[src/rtl/vx_stream_pkt_arb.sv]
// vx_stream_pkt_arb: packet-granular round-robin stream arbiter.
// Optional perf counters are built when PKT_ARB_PERF_EN is defined.
module vx_stream_pkt_arb #(
  parameter int  NUM_INPUTS = 4,
  parameter int  DATAW      = 32,
  parameter int  QUANTUM    = 1,
  parameter int  OUT_BUF    = 0,
  localparam int SELW       = (NUM_INPUTS > 1) ? $clog2(NUM_INPUTS) : 1
) (
  input  logic                             clk,
  input  logic                             reset,
  input  logic [NUM_INPUTS-1:0]            valid_in,
  input  logic [NUM_INPUTS-1:0][DATAW-1:0] data_in,
  input  logic [NUM_INPUTS-1:0]            last_in,
  output logic [NUM_INPUTS-1:0]            ready_in,
  output logic                             valid_out,
  output logic [DATAW-1:0]                 data_out,
  output logic                             last_out,
  input  logic                             ready_out,
  output logic [SELW-1:0]                  sel_out,
  output logic [31:0]                      perf_pkts,
  output logic [31:0]                      perf_stalls
);

  localparam int CNTW = $clog2(QUANTUM + 1);

  typedef enum logic {
    IDLE,
    LOCKED
  } state_t;

  state_t          state_q, state_d;
  logic [SELW-1:0] owner_q, owner_d;
  logic [SELW-1:0] rr_ptr_q, rr_ptr_d;
  logic [CNTW-1:0] pkt_cnt_q, pkt_cnt_d;

  logic [SELW-1:0] scan_idx;
  logic [SELW-1:0] scan_cand;
  logic            scan_found;
  logic [SELW-1:0] grant_idx;
  logic            grant_vld;
  logic            sink_rdy;
  logic            beat_acc;
  logic [CNTW-1:0] cnt_base;
  logic [CNTW-1:0] cnt_inc;

  function automatic logic [SELW-1:0] wrap_idx(input int v);
    return SELW'(v % NUM_INPUTS);
  endfunction

  // find the first valid input at or after rr_ptr, cyclically
  always_comb begin
    scan_found = 1'b0;
    scan_idx   = rr_ptr_q;
    scan_cand  = rr_ptr_q;
    for (int k = 0; k < NUM_INPUTS; k++) begin
      scan_cand = wrap_idx(int'(rr_ptr_q) + k);
      if (!scan_found && valid_in[scan_cand]) begin
        scan_found = 1'b1;
        scan_idx   = scan_cand;
      end
    end
  end

  // grant selection, lock tracking and quantum bookkeeping
  always_comb begin
    state_d   = state_q;
    owner_d   = owner_q;
    rr_ptr_d  = rr_ptr_q;
    pkt_cnt_d = pkt_cnt_q;
    grant_idx = scan_idx;
    grant_vld = scan_found;
    cnt_base  = pkt_cnt_q;
    ready_in  = '0;
    unique case (state_q)
      IDLE: begin
        // a different input winning restarts the quantum
        if (scan_idx != rr_ptr_q) cnt_base = '0;
      end
      LOCKED: begin
        grant_idx = owner_q;
        grant_vld = valid_in[owner_q];
      end
      default: ;
    endcase
    beat_acc            = grant_vld & sink_rdy;
    ready_in[grant_idx] = beat_acc;
    cnt_inc             = cnt_base + CNTW'(1);
    if (beat_acc) begin
      pkt_cnt_d = cnt_base;
      if (!last_in[grant_idx]) begin
        state_d = LOCKED;
        owner_d = grant_idx;
      end else begin
        state_d = IDLE;
        if (cnt_inc == CNTW'(QUANTUM)) begin
          rr_ptr_d  = wrap_idx(int'(grant_idx) + 1);
          pkt_cnt_d = '0;
        end else begin
          rr_ptr_d  = grant_idx;
          pkt_cnt_d = cnt_inc;
        end
      end
    end
  end

  // arbitration state registers
  always_ff @(posedge clk) begin
    if (reset) begin
      state_q   <= IDLE;
      owner_q   <= '0;
      rr_ptr_q  <= '0;
      pkt_cnt_q <= '0;
    end else begin
      state_q   <= state_d;
      owner_q   <= owner_d;
      rr_ptr_q  <= rr_ptr_d;
      pkt_cnt_q <= pkt_cnt_d;
    end
  end

  generate
    if (OUT_BUF == 0) begin : g_comb
      assign sink_rdy  = ready_out;
      assign valid_out = grant_vld;
      assign data_out  = data_in[grant_idx];
      assign last_out  = last_in[grant_idx];
      assign sel_out   = grant_idx;
    end else begin : g_skid
      logic [DATAW-1:0] sk_data_q [2];
      logic [DATAW-1:0] sk_data_d [2];
      logic [SELW-1:0]  sk_sel_q [2];
      logic [SELW-1:0]  sk_sel_d [2];
      logic [1:0]       sk_last_q, sk_last_d;
      logic             sk_wr_q, sk_wr_d;
      logic             sk_rd_q, sk_rd_d;
      logic [1:0]       sk_cnt_q, sk_cnt_d;
      logic             sk_pop;

      // ready depends only on registered fill level
      assign sink_rdy  = (sk_cnt_q != 2'd2);
      assign valid_out = (sk_cnt_q != 2'd0);
      assign data_out  = sk_data_q[sk_rd_q];
      assign last_out  = sk_last_q[sk_rd_q];
      assign sel_out   = sk_sel_q[sk_rd_q];
      assign sk_pop    = valid_out & ready_out;

      // two-entry fifo push/pop
      always_comb begin
        sk_data_d = sk_data_q;
        sk_sel_d  = sk_sel_q;
        sk_last_d = sk_last_q;
        sk_wr_d   = sk_wr_q;
        sk_rd_d   = sk_rd_q;
        if (beat_acc) begin
          sk_data_d[sk_wr_q] = data_in[grant_idx];
          sk_sel_d[sk_wr_q]  = grant_idx;
          sk_last_d[sk_wr_q] = last_in[grant_idx];
          sk_wr_d            = ~sk_wr_q;
        end
        if (sk_pop) sk_rd_d = ~sk_rd_q;
        sk_cnt_d = sk_cnt_q + {1'b0, beat_acc} - {1'b0, sk_pop};
      end

      // skid storage registers
      always_ff @(posedge clk) begin
        if (reset) begin
          sk_data_q <= '{default: '0};
          sk_sel_q  <= '{default: '0};
          sk_last_q <= '0;
          sk_wr_q   <= 1'b0;
          sk_rd_q   <= 1'b0;
          sk_cnt_q  <= '0;
        end else begin
          sk_data_q <= sk_data_d;
          sk_sel_q  <= sk_sel_d;
          sk_last_q <= sk_last_d;
          sk_wr_q   <= sk_wr_d;
          sk_rd_q   <= sk_rd_d;
          sk_cnt_q  <= sk_cnt_d;
        end
      end
    end
  endgenerate

`ifdef PKT_ARB_PERF_EN
  logic [31:0] perf_pkts_q, perf_pkts_d;
  logic [31:0] perf_stalls_q, perf_stalls_d;

  // count delivered packets and back-pressured cycles
  always_comb begin
    perf_pkts_d   = perf_pkts_q;
    perf_stalls_d = perf_stalls_q;
    if (valid_out & ready_out & last_out) perf_pkts_d = perf_pkts_q + 32'd1;
    if (valid_out & ~ready_out) perf_stalls_d = perf_stalls_q + 32'd1;
  end

  // perf counter registers
  always_ff @(posedge clk) begin
    if (reset) begin
      perf_pkts_q   <= '0;
      perf_stalls_q <= '0;
    end else begin
      perf_pkts_q   <= perf_pkts_d;
      perf_stalls_q <= perf_stalls_d;
    end
  end

  assign perf_pkts   = perf_pkts_q;
  assign perf_stalls = perf_stalls_q;
`else
  assign perf_pkts   = '0;
  assign perf_stalls = '0;
`endif

endmodule

[config.mk]
export PLATFORM = sky130hd
export DESIGN_NAME = vx_stream_pkt_arb
export DESIGN_NICKNAME = d
export VERILOG_FILES = /design/src/rtl/vx_stream_pkt_arb.sv
export SDC_FILE = /design/constraint.sdc
export NUM_CORES = 1
export LEC_CHECK = 0
export CELL_PAD_IN_SITES_DETAIL_PLACEMENT = 1
export CELL_PAD_IN_SITES_GLOBAL_PLACEMENT = 1
export CORE_MARGIN = 1
export CORE_UTILIZATION = 17
export DETAILED_ROUTE_END_ITERATION = 7
export PLACE_DENSITY_LB_ADDON = 0.12
export SKIP_LAST_GASP = 1
export SYNTH_ARGS = -nofsm -noshare
export SYNTH_HDL_FRONTEND = slang
export SYNTH_SLANG_ARGS = --single-unit
[constraint.sdc]
create_clock -name clk -period 3 [get_ports clk]
set_clock_uncertainty 0.15 [all_clocks]
set_input_delay 0.45 -clock clk [delete_from_list [all_inputs] [get_ports clk]]
set_output_delay 0.45 -clock clk [all_outputs]
set_load 0.01 [all_outputs]
# Word-level counts from Yosys, hierarchy flattened
# Cells that the tools add are included.
# totals
reg_bits	6
word_cells	59
output_inout_bits	104
# classes
addsub	5
mux	30
reduce_logical	9
bitwise_logic	3
eq_ne	1
magnitude_cmp	7
# ops
op	count
binary-select mux 32 bit (select 2 bit)	1
two-way mux 32 bit	1
less-than comparator 2 x 3 -> 1 bit, second input constant	6
two-way mux 1 bit	16
binary-select mux 1 bit (select 2 bit)	6
two-way mux 2 bit	5
adder 2 x 1 -> 2 bit, second input constant	2
adder 2 bit, second input constant	2
AND 4 bit	1
logical AND 1 bit	4
AND reduction 2 bit	2
zero test 1 bit	3
demux 1 bit (select 2 bit)	1
>= comparator 2 x 1 -> 1 bit, second input constant	1
inequality test 2 bit	1
adder 1 bit, second input constant	1
AND 1 bit	1
inverter 1 bit	1

# Depth between registers and ports, before layout
# logic_depth
ltp_word	18
mapped_depth	10
ltp_nobuf	8

# Least setup slack after synthesis
# OpenSTA, ideal clock, no wires.
# synth_timing
path_kind	input-to-output
from	input valid_in[1]
to	output ready_in[2]
slack_ps	166
cell_stages	8
t_required_ps	2400
t_arrival_ps	2234
n_path_buf	3
cell_sequence	clkbuf_1 > o311a_1 > or2_1 > buf_2 > inv_1 > buf_1 > ha_1 > and2_1
# synth_between
elab_chain_cells	18
# synth_rtl
element	line	text
start: declaration	12	input logic [NUM_INPUTS-1:0] valid_in,
binary-select mux 1 bit (select 2 bit)	58	if (!scan_found && valid_in[scan_cand]) begin
two-way mux 1 bit (not written as such)	58	
two-way mux 1 bit	58	
zero test 1 bit	58	
logical AND 1 bit	58	
two-way mux 1 bit	58	
zero test 1 bit	58	
logical AND 1 bit	58	
[3 not listed]	--	
two-way mux 2 bit (*)	58	
two-way mux 2 bit (*)	75	unique case (state_q)
net sel_out[1]	20	output logic [SELW-1:0] sel_out,
less-than comparator 2 x 3 -> 1 bit (not written as such) or >= comparator 2 x 1 -> 1 bit (tied branches)	87	ready_in[grant_idx] = beat_acc;
logical AND 1 bit (not written as such)	87	
two-way mux 1 bit (not written as such)	87	
demux 1 bit (select 2 bit) (*)	87	
AND 4 bit (no line) (*)	--	
end: declaration	15	output logic [NUM_INPUTS-1:0] ready_in,
# Mark *: on every way through the listed nets, which the timed path passes. The rest lies on a longest branch. The select of a mux whose other input is x is not followed.

# Worst setup path in the final report
# layout_timing
from	input valid_in[3]
to	output ready_in[0]
# layout_between
elab_chain_cells	18
# layout_rtl
element	line
binary-select mux 1 bit (select 2 bit)	58
two-way mux 1 bit (not written as such)	58
two-way mux 1 bit	58
zero test 1 bit	58
logical AND 1 bit	58
two-way mux 1 bit	58
zero test 1 bit	58
logical AND 1 bit	58
[2 not listed]	--
logical AND 1 bit	58
two-way mux 2 bit	58
two-way mux 2 bit	75
less-than comparator 2 x 3 -> 1 bit (not written as such) or >= comparator 2 x 1 -> 1 bit (tied branches)	87
logical AND 1 bit (not written as such)	87
two-way mux 1 bit (not written as such)	87
demux 1 bit (select 2 bit)	87
AND 4 bit (no line) (*)	--
# Mark *: on every way between the ends. The rest lies on a longest branch, timed or not. The select of a mux whose other input is x is not followed.

==> flow_summary_export.csv <==
group,metric,value,unit
drt,vias_per_cell,4.17,
floorplanning,rows,40,
logic_synthesis,synth_area,2170,sq um
logic_synthesis,netlist_top_cells_area,"buf_4 23%, nand2_1 23%, and3_1 9.5%",
sta,post-route-min-period,2.82,ns
logic_synthesis,synth_top_cell_area_share,22.5,%
placement,io_buffers,178,
clock_tree,ctsHtreeMaxLevel,1,
logic_synthesis,synth_edf_count,0,
status,status,"completed",
power_and_ir_drop,internal-power,1.32,mW
placement,gp_congestion,0.848,
logic_synthesis,async_reset_ff_share,0,%
setup_path,cp-start-kind,"input port",
logic_synthesis,ys_types,43,
global_routing,grt_pass1_wl,16200,um
clock_tree,cts_root_buf,"clkbuf_16",
sta,fin_crit_sh,94.1,%
logic_synthesis,syn_inst,365,
drt,antenna_left,0,
finish,fin_nets,708,
setup_path,path_class,"in2out",
floorplanning,die-area,13200,sq um
power_and_ir_drop,p_seq_share,5.1,%
logic_synthesis,synth-seq-area-share,5.55,%
drt,drtIter0Drc,97,
sta,worst_slack,0.178,ns
drt,drt_first_pass_iters,4,
power_and_ir_drop,power_switching,1.12,mW
logic_synthesis,ys_seq_elements,6,
drt,wl,10600,um
global_routing,antenna_found_initial,0,
placement,dp_hpwl,8530,um
clock_tree,cts_tree,"yes",
sta,fmax,354,MHz
drt,drcViolationCount,0,
setup_path,required,2.40,ns
finish,diodes,0,
sta,tns,0,ns
global_routing,grt_overflow,0,
setup_path,end_kind,"primary output",
floorplanning,core,12200,sq um
logic_synthesis,synth-main-ff-cell,"dfxtp_1",
finish,fillers,1591,
setup_path,slowest_stage,"o311a_1",
finish,layoutNonFillerInstCount,731,
setup_path,slowest_delay,0.37,ns
flow_run,drv_cap,0,
power_and_ir_drop,p_leak,1.95,nW
finish,fin_area,4230,sq um
floorplanning,io_pins,243,
worst_hold_path,hold_class,"reg2reg",
sta,setup_viol,0,
global_routing,grt_use_total,15.4,%
drt,wl_per_cell,14.6,um
clock_tree,cts.sinks,6,
logic_synthesis,ys_warn_count,0,
power_and_ir_drop,sw_frac_of_total,45.8,%
power_and_ir_drop,power_density,575,nW/um^2
drt,vias,3046,
clock_tree,cts_hold_buf,0,
clock_tree,path_clk_slew,0.03,ns
setup_path,crit_chain,"clkbuf_2 > nand2b_1 > a21boi_1 > o311a_1 > or2_4 > buf_4 > ha_1 > and2_1 > dlygate4sd2_1",
power_and_ir_drop,clkPwrFrac,8.9,%
clock_tree,clock_latency,0.23,ns
finish,synthToLayoutAreaGrowth,95.5,%
sta,hold_viol_final,0,
setup_path,critPathArrivalTime,2.22,ns
finish,final_util,34.7,%
sta,slew_viol_final,0,
global_routing,grt_pass1_vias,3105,
global_routing,grt_max_degree,29,
setup_path,crit_path_max_fanout,9,
finish,drive_above_1_share,19.0,%
placement,place_area,4170,sq um
logic_synthesis,syn_avg_cell_area,5.93,sq um
floorplanning,die_y,115,um
floorplanning,initial_core_util,17.7,%
logic_synthesis,yosysTopAreaCell,"buf_4",
sta,rsz0062_at_grt,"no",
placement,dp.cells,723,
power_and_ir_drop,ir_drop,381,uV
clock_tree,cts_buffers,3,
floorplanning,die_w,115,um
power_and_ir_drop,pwr-share-comb,86.0,%
clock_tree,cts_buffer_depth,2,
placement,post-place-ws,-0.751,ns
==> state kept, by name, summed over array words and instances (netlist names) <==
name,flops
owner_q,2
rr_ptr_q,2
pkt_cnt_q,1
state_q,1
==> path summary, 6_finish.rpt <==
kind / depth (start not counted) / slack, ns / endpoint / from
max: 9 / 0.18 / ready_in[0] / valid_in[3]
min: 1 / 0.35 / pkt_cnt_q / pkt_cnt_q
max reg2reg: 9 / 0.54 / rr_ptr_q[0] / rr_ptr_q[0]
min reg2reg: 1 / 0.35 / pkt_cnt_q / pkt_cnt_q
==> power by group through the flow <==
stage / logic (mW) / clock network, mW / registers (mW)
6_report: 2.09 / 0.217 / 0.123
5_1_grt: 2.32 / 0.223 / 0.127
4_1_cts: 2.17 / 0.222 / 0.121
3_5_place_dp: 2.21 / 0 / 0.121
3_3_place_gp: 2.19 / 0 / 0.120
2_1_floorplan: 1.08 / 0 / 0.106
==> layout by cell type (no fill, tap or decap), types with 2 or more instances in the layout <==
cell             instances
ha_1                     4
dfxtp_2                  2
and3_1                  32
nand3_1                  2
and2_1                   5
nor2b_1                  2
buf_6                    2
or3_1                    3
o21ai_0                  3
nand2b_1                 5
buf_4                   33
inv_1                    2
dfxtp_1                  4
nand2_1                130
conb_1                  64
a21oi_1                  2
mux4_2                   2
buf_8                    2
a221oi_2                 2
buf_12                   6
clkbuf_16                3
a211oi_1                 3
nor2b_2                  2
buf_2                   32
dlygate4sd2_1            6
clkdlybuf4s50_1        135
a31oi_1                 32
clkbuf_2                 4
nor2_1                   7
nor3_1                   3
==> layout make-up <==
class                           instances  area (sq um)  share of cell area, %
Inverter                                5          35.0                  0.827
Clock buffer                            3          75.1                   1.77
Sequential cell                         6           123                   2.90
Timing Repair Buffer                  223          2080                   49.0
Multi-Input combinational cell        326          1720                   40.5
Tap cell                              168           210                   4.96
==> critical path: cells and delay by family <==
| kind | cells | cell delay (ns) |
|---|---|---|
| AO/OA/AOI/OAI | 2 | 0.44 |
| buffers and inverters | 3 | 0.60 |
| adder cells (fa/ha/maj) | 1 | 0.17 |
| AND/OR/NAND/NOR | 3 | 0.56 |
==> metrics by stage <==
step           hold slack (ns)  power, mW
2_1_floorplan            0.321       1.19
3_3_place_gp             0.334       2.31
3_5_place_dp             0.343       2.33
4_1_cts                  0.353       2.51
5_1_grt                  0.396       2.67
6_report                 0.348       2.43
==> synth_stat cells (2+ instances only) <==
library cell and count:
a221oi_2 2, buf_2 7, a211oi_1 3, and3_1 33, clkbuf_1 14, nand2b_1 5
a31oi_1 32, buf_4 65, inv_2 2, nand2_1 130, and2_1 5, mux2i_1 2
o21ai_0 4, nand3_1 2, nor2b_1 5, a21oi_1 2, inv_1 3, nor3_1 4
mux4_2 2, nor2_1 7, buf_1 4, or3_1 3, dfxtp_1 6, ha_1 4
==> per-layer routing <==
metal	global-route usage [%]	share of wire [%]	up-vias
met5	0	0	-
li1	-	-	1499
met4	1.73	0.58	0
met2	29.2	50	138
met3	3.37	8.3	7
met1	18.1	41	1402
==> cells by family after synthesis <==
logic type | synth area share (%)
compound gates | 18.7
mux | 3.00
buf+inv | 28.4
fa+ha+maj | 2.31
other cells | 0.173
simple gates | 41.5
flops | 5.55
xor+xnor | 0.404
==> repair_timing <==
item	CTS	global route
pin swaps	2	4
gates cloned	2	0
setup buffers	3	0
gates resized for setup	160	20
setup endpoints to repair	40	38
Note: power is estimated with default switching activity, not from simulation.
